--- src/rtl/dispatch_queue.sv ---
// -----------------------------------------------------------------------------
// dispatch_queue
//
// In-order dispatch stage with a small instruction buffer. Decoded
// instructions from fetch/decode are queued (up to DEPTH entries). At most one
// instruction per cycle leaves the head of the queue toward one of NUM_FU
// functional-unit status tables (FUSTs). The head leaves only when its target
// FUST row is free and its destination register has no outstanding write
// (WAW hazard tracked in a per-register pending table).
//
// Parameters:
//   NUM_FU   number of functional-unit channels (>= 2)
//   DEPTH    buffer entries, power of two >= 2
//   NREGS    architectural registers (power of two)
//   INSTR_W  opaque payload width
//
// Ports:
//   CLK, RST       clock, synchronous active-high reset
//   flush          discard all buffered entries (pending table kept)
//   freeze         hold pointers and buffer; writebacks still clear pending
//   fetch_valid    instruction offered, with fetch_instr/fu/rd/rd_en
//   fetch_ready    buffer not full
//   fu_busy        per-channel FUST row occupied
//   wb_valid/wb_rd writeback completion, bypassed into the hazard check
//   n_fust_en      one-hot dispatch strobe (zero when nothing dispatches)
//   n_fust_instr/rd/rd_en  head entry fields (zero while the buffer is empty)
//   count          number of buffered entries
//
// Build option:
//   DISPATCH_PERF_EN  adds saturating 16-bit counters stall_struct_cnt,
//                     stall_waw_cnt and disp_cnt.
// -----------------------------------------------------------------------------
module dispatch_queue #(
  parameter int NUM_FU  = 3,
  parameter int DEPTH   = 4,
  parameter int NREGS   = 32,
  parameter int INSTR_W = 32,
  localparam int FU_W   = $clog2(NUM_FU),
  localparam int CNT_W  = $clog2(DEPTH) + 1,
  localparam int REG_W  = $clog2(NREGS)
) (
  input  logic               CLK,
  input  logic               RST,
  input  logic               flush,
  input  logic               freeze,
  input  logic               fetch_valid,
  input  logic [INSTR_W-1:0] fetch_instr,
  input  logic [FU_W-1:0]    fetch_fu,
  input  logic [REG_W-1:0]   fetch_rd,
  input  logic               fetch_rd_en,
  output logic               fetch_ready,
  input  logic [NUM_FU-1:0]  fu_busy,
  input  logic               wb_valid,
  input  logic [REG_W-1:0]   wb_rd,
  output logic [NUM_FU-1:0]  n_fust_en,
  output logic [INSTR_W-1:0] n_fust_instr,
  output logic [REG_W-1:0]   n_fust_rd,
  output logic               n_fust_rd_en,
  output logic [CNT_W-1:0]   count
`ifdef DISPATCH_PERF_EN
  ,
  output logic [15:0]        stall_struct_cnt,
  output logic [15:0]        stall_waw_cnt,
  output logic [15:0]        disp_cnt
`endif
);

  localparam int IDX_W = $clog2(DEPTH);

  // ---------------------------------------------------------------------------
  // Storage and pointers
  // ---------------------------------------------------------------------------
  logic [INSTR_W-1:0] instr_mem [DEPTH];
  logic [FU_W-1:0]    fu_mem    [DEPTH];
  logic [REG_W-1:0]   rd_mem    [DEPTH];
  logic               rd_en_mem [DEPTH];

  // Pointers carry one extra bit so that head == tail means empty and
  // head/tail differing only in the MSB means full.
  logic [CNT_W-1:0] head_ptr;
  logic [CNT_W-1:0] tail_ptr;
  logic [NREGS-1:0] pending;

  logic [IDX_W-1:0] head_idx;
  logic [IDX_W-1:0] tail_idx;

  assign head_idx = head_ptr[IDX_W-1:0];
  assign tail_idx = tail_ptr[IDX_W-1:0];

  // Modulo-2*DEPTH subtraction gives the occupancy directly.
  assign count       = tail_ptr - head_ptr;
  assign fetch_ready = (count != CNT_W'(DEPTH));

  logic nonempty;
  assign nonempty = (count != '0);

  // ---------------------------------------------------------------------------
  // Head decode and dispatch decision
  // ---------------------------------------------------------------------------
  logic [FU_W-1:0]  head_fu;
  logic [REG_W-1:0] head_rd;
  logic             head_rd_en;
  logic             fu_legal;
  logic             head_busy;
  logic             waw_block;
  logic             stage_active;
  logic             enqueue;
  logic             dispatch;

  assign head_fu    = fu_mem[head_idx];
  assign head_rd    = rd_mem[head_idx];
  assign head_rd_en = rd_en_mem[head_idx];

  // NOTE: every variable assigned in an always_comb gets a default before any
  // conditional assignment, otherwise the tool infers a latch.
  always_comb begin
    fu_legal  = 1'b0;
    head_busy = 1'b1;   // an illegal channel reads as permanently busy
    for (int i = 0; i < NUM_FU; i++) begin
      if (head_fu == FU_W'(i)) begin
        fu_legal  = 1'b1;
        head_busy = fu_busy[i];
      end
    end
  end

  // A writeback landing this cycle releases the hazard immediately.
  assign waw_block = head_rd_en && pending[head_rd] &&
                     !(wb_valid && (wb_rd == head_rd));

  // flush and freeze both silence enqueue and dispatch.
  assign stage_active = !freeze && !flush;
  assign enqueue      = fetch_valid && fetch_ready && stage_active;
  assign dispatch     = nonempty && stage_active && !head_busy && !waw_block;

  always_comb begin
    n_fust_en = '0;
    for (int i = 0; i < NUM_FU; i++) begin
      n_fust_en[i] = dispatch && (head_fu == FU_W'(i));
    end
  end

  // Head fields are forced to zero while the buffer is empty so that stale
  // payloads never leak toward the issue stage.
  assign n_fust_instr = nonempty ? instr_mem[head_idx] : '0;
  assign n_fust_rd    = nonempty ? head_rd             : '0;
  assign n_fust_rd_en = nonempty ? head_rd_en          : 1'b0;

  // ---------------------------------------------------------------------------
  // Pointer and pending-table update
  // ---------------------------------------------------------------------------
  // NOTE: sequential state is written only with non-blocking assignments so
  // every flop samples the pre-edge values regardless of statement order.
  always_ff @(posedge CLK) begin
    if (RST) begin
      head_ptr <= '0;
      tail_ptr <= '0;
      pending  <= '0;
    end else begin
      // Writeback clear first; a same-cycle dispatch set below overrides it.
      if (wb_valid) begin
        pending[wb_rd] <= 1'b0;
      end
      if (dispatch && head_rd_en && (head_rd != '0)) begin
        pending[head_rd] <= 1'b1;
      end

      if (flush) begin
        head_ptr <= tail_ptr;
      end else if (!freeze) begin
        if (enqueue) begin
          tail_ptr <= tail_ptr + CNT_W'(1);
        end
        if (dispatch) begin
          head_ptr <= head_ptr + CNT_W'(1);
        end
      end
    end
  end

  // NOTE: the payload array carries no reset; occupancy is tracked by the
  // pointers, and unoccupied slots are never observable on the outputs.
  always_ff @(posedge CLK) begin
    if (enqueue) begin
      instr_mem[tail_idx] <= fetch_instr;
      fu_mem[tail_idx]    <= fetch_fu;
      rd_mem[tail_idx]    <= fetch_rd;
      rd_en_mem[tail_idx] <= fetch_rd_en;
    end
  end

`ifdef DISPATCH_PERF_EN
  // ---------------------------------------------------------------------------
  // Performance counters (saturating, cleared only by RST)
  // ---------------------------------------------------------------------------
  logic struct_stall;
  logic waw_stall;

  // Structural stall: a legal head waiting on its FUST row. WAW stall: the
  // row is free and only the register hazard holds the head.
  assign struct_stall = nonempty && stage_active && fu_legal && head_busy;
  assign waw_stall    = nonempty && stage_active && !head_busy && waw_block;

  always_ff @(posedge CLK) begin
    if (RST) begin
      stall_struct_cnt <= '0;
      stall_waw_cnt    <= '0;
      disp_cnt         <= '0;
    end else begin
      if (struct_stall && (stall_struct_cnt != 16'hFFFF)) begin
        stall_struct_cnt <= stall_struct_cnt + 16'd1;
      end
      if (waw_stall && (stall_waw_cnt != 16'hFFFF)) begin
        stall_waw_cnt <= stall_waw_cnt + 16'd1;
      end
      if (dispatch && (disp_cnt != 16'hFFFF)) begin
        disp_cnt <= disp_cnt + 16'd1;
      end
    end
  end
`endif

endmodule

--- config.mk ---
export PLATFORM = sky130hd
export DESIGN_NAME = dispatch_queue
export DESIGN_NICKNAME = d
export VERILOG_FILES = /design/src/rtl/dispatch_queue.sv
export SDC_FILE = /design/constraint.sdc
export NUM_CORES = 1
export LEC_CHECK = 0
export BUFFER_PORTS_ARGS = -buffer_cell sky130_fd_sc_hd__buf_2
export CORE_MARGIN = 3
export CORE_UTILIZATION = 63
export DETAILED_ROUTE_END_ITERATION = 16
export PLACE_DENSITY = 0.85
export SYNTH_ARGS = -nofsm -noshare
export SYNTH_HDL_FRONTEND = slang
export SYNTH_SLANG_ARGS = --single-unit
--- constraint.sdc ---
create_clock -name CLK -period 4.9 [get_ports CLK]
set_clock_uncertainty 0.1 [all_clocks]
set_input_delay 0.245 -clock CLK [delete_from_list [all_inputs] [get_ports CLK]]
set_output_delay 0.245 -clock CLK [all_outputs]
set_load 0.02 [all_outputs]
==> qor.yml <==
hold_path.class: "input pin to flop"
ir_drop_v: 0.000342
slew_viol_final: 0
endpoint_kind: "output pin"
cts_tree: "yes"
synth_cell_type_count: 47
fin_crit_sh_pct: 89.3
fmax_mhz: 229
dp_slack_ps: 1170
grt_pass1_wl_um: 32000
drtIter0Drc: 730
clockBufferDepth: 2
total_power_mw: 3.72
cp_num_buf_inv: 2
setup_viol: 0
crit_required_ps: 4550
synthArstFlopShare_pct: 0
numCtsBuffers: 17
layout_setup_ws_ps: 525
initial_core_util_pct: 65.9
hold_viol: 0
finalWeightedCongestion: 0.917
clk_latency_ps: 440
slowest_delay_ps: 700
cp.arrival_ps: 4030
finalCriticalPeriod_ps: 4370
path_cells: "buf_4, mux4_2, nor2b_1, nand2_1, o22ai_1, nor3_1, a21o_1, nor3b_1, buf_2"
post_cts.repair.setup_buffers: 0
ys_seq_area_share_pct: 66.0
dieHeight_um: 122
slowest_stage: "a21o_1"
path_clk_slew_ps: 70
path_class: "flop to output pin"
viasPerCell: 6.39
dpl.hpwl_um: 11300
grt_util_met2_pct: 51.2
syn_inst: 547
vias: 5527
htreeDepth: 4
io_buffer_count: 98
rrSetupSlack_ps: 1190
gr-usage-met1_pct: 35.0
synth-seq-cells: 200
drv_cap: 0
root_buffer: "clkbuf_16"
synthFlopType: "edfxtp_1"
drive_above_1_share_pct: 27.6
wl_per_cell_um: 24.0
avgSynthCellArea_sq_um: 15.5
path_delay_family: "simple AND/OR/NAND/NOR gates"
area_growth_pct: 19.0
first_global_vias: 5666
busiest_layer: "met2"
antenna_found_initial: 2
ios: 99
cp-start-kind: "flop"
die_w_um: 122
nNetsFinal: 739
p_per_area_nw_per_um2: 369
drc: 0
slew_headroom_pct: 23.2
setup_tns_ps: 0
grt_overflow: 0
die-area_sq_um: 14900
worstHoldStart: "flush"
cts.sinks: 200
leakage_nw: 3.51
syn-cell-area_sq_um: 8490
status: "finished clean"
met3_usage_pct: 6.41
placementRows: 41
crit_fanout: 21
wl_um: 20700
syn_nets: 608
drtAntennaViolNets: 0
grt_max_degree: 44
core_sq_um: 12900
yosys_warnings: 0
tightest_slew_ps: 1150
drt_pass1_iterations: 5
synth-edff-count: 160
track_usage_pct: 29.3
rsz0062_at_grt: "no"
==> synth_stat cells, drive strengths merged, types with 2 or more instances <==
library cell  count  share of area (%)
o41ai             7               0.81
inv               6               0.27
nand2            28                1.2
dfxtp            40                9.4
nor2             16               0.71
clkbuf           20               0.88
and3              2               0.15
nand3b           17                1.5
mux4             42                 11
a21oi             3               0.18
ha                6               0.88
nor4              2               0.15
edfxtp          160                 57
nor4b             2               0.28
or3               2               0.15
nor3              4               0.24
mux2              2               0.27
a21o              2               0.18
xnor2             9               0.93
a211oi            2               0.18
buf              11               0.81
o21ai            39                2.3
nand3             7               0.41
o31ai             7               0.62
mux2i            23                2.7
or2               2               0.15
and2              5               0.37
nor3b             9               0.80
nor2b            55                4.1
o22ai             4               0.29
nand2b            2               0.15
==> registers in the layout, summed over array words and instances (netlist names), named ones only <==
name	count
instr_mem	128
pending	32
rd_mem	20
fu_mem	8
rd_en_mem	4
head_ptr	3
tail_ptr	3
==> stage by stage <==
stage	std cells	hold WS [ps]	util [%]	instance area, sq um
3_5_place_dp	791	361	70.7	9100
6_report	865	134	78.5	10100
4_1_cts	863	93.8	78.4	10100
5_1_grt	865	135	78.5	10100
3_3_place_gp	791	352	70.7	9100
2_1_floorplan	547	244	-	8490
==> cells in the final DEF (no fill, tap or decap), types with 3 or more instances in the layout <==
cell / count
edfxtp_1: 160
buf_2: 98
nor2b_1: 55
mux4_2: 42
dlygate4sd3_1: 40
dfxtp_1: 38
o21ai_0: 37
nand2_1: 28
mux2i_1: 23
nand3b_1: 17
clkbuf_16: 17
nor2_1: 16
xnor2_1: 9
nor3b_1: 9
nand3_1: 7
o31ai_1: 7
inv_1: 6
o41ai_1: 6
ha_1: 6
buf_4: 5
and2_2: 4
o22ai_1: 4
inv_8: 4
nor3_1: 3
a21oi_1: 3
clkinv_4: 3
clkinv_2: 3
==> layout make-up <==
cell class / count / area (sq um)
flip-flops and latches: 200 / 5610
clock buffers: 17 / 425
repair buffers: 143 / 928
well taps: 172 / 215
multi-input cells: 310 / 2730
inverters: 6 / 22.5
diodes: 2 / 5.00
clock inverters: 15 / 168
fillers: 660 / 2770
==> routing by layer <==
| metal | vias up | wire, um | share of wire [%] |
|---|---|---|---|
| met5 | - | 0 | 0 |
| met4 | 0 | 681 | 3.3 |
| met3 | 59 | 1800 | 8.7 |
| met2 | 367 | 10900 | 52 |
| met1 | 2732 | 7410 | 36 |
| li1 | 2369 | - | - |
==> timing repair <==
item	in CTS	in global routing
resized for setup	0	0
hold buffers	40	0
endpoints found under the hold margin	160	0
==> worst min-delay path, cell delays in order <==
cell and delay, ps:
buf_2 150, inv_1 130, a31oi_1 90
==> worst paths after layout <==
check,endpoint,cells past startpoint
worst max-delay path,n_fust_en[1],9
worst min-delay path,head_ptr[2],3
worst max register to register,flop,8
worst min register to register,pending[0],1
==> cell families after synthesis <==
| group | synth area share (%) |
|---|---|
| AO/OA/AOI/OAI | 5.16 |
| XOR/XNOR | 0.928 |
| adder cells (fa/ha/maj) | 1.12 |
| buffers and inverters | 1.96 |
| flip-flops | 66.0 |
| multiplexers | 14.1 |
| AND/OR/NAND/NOR | 10.7 |
==> where the power goes <==
part           total, mW  switching, mW  internal, mW
sequential          1.87         0.0174          1.85
combinational      0.445          0.277         0.168
clock               1.41          0.644         0.766
total               3.72          0.939          2.78
Note: power is estimated with default switching activity, not from simulation.
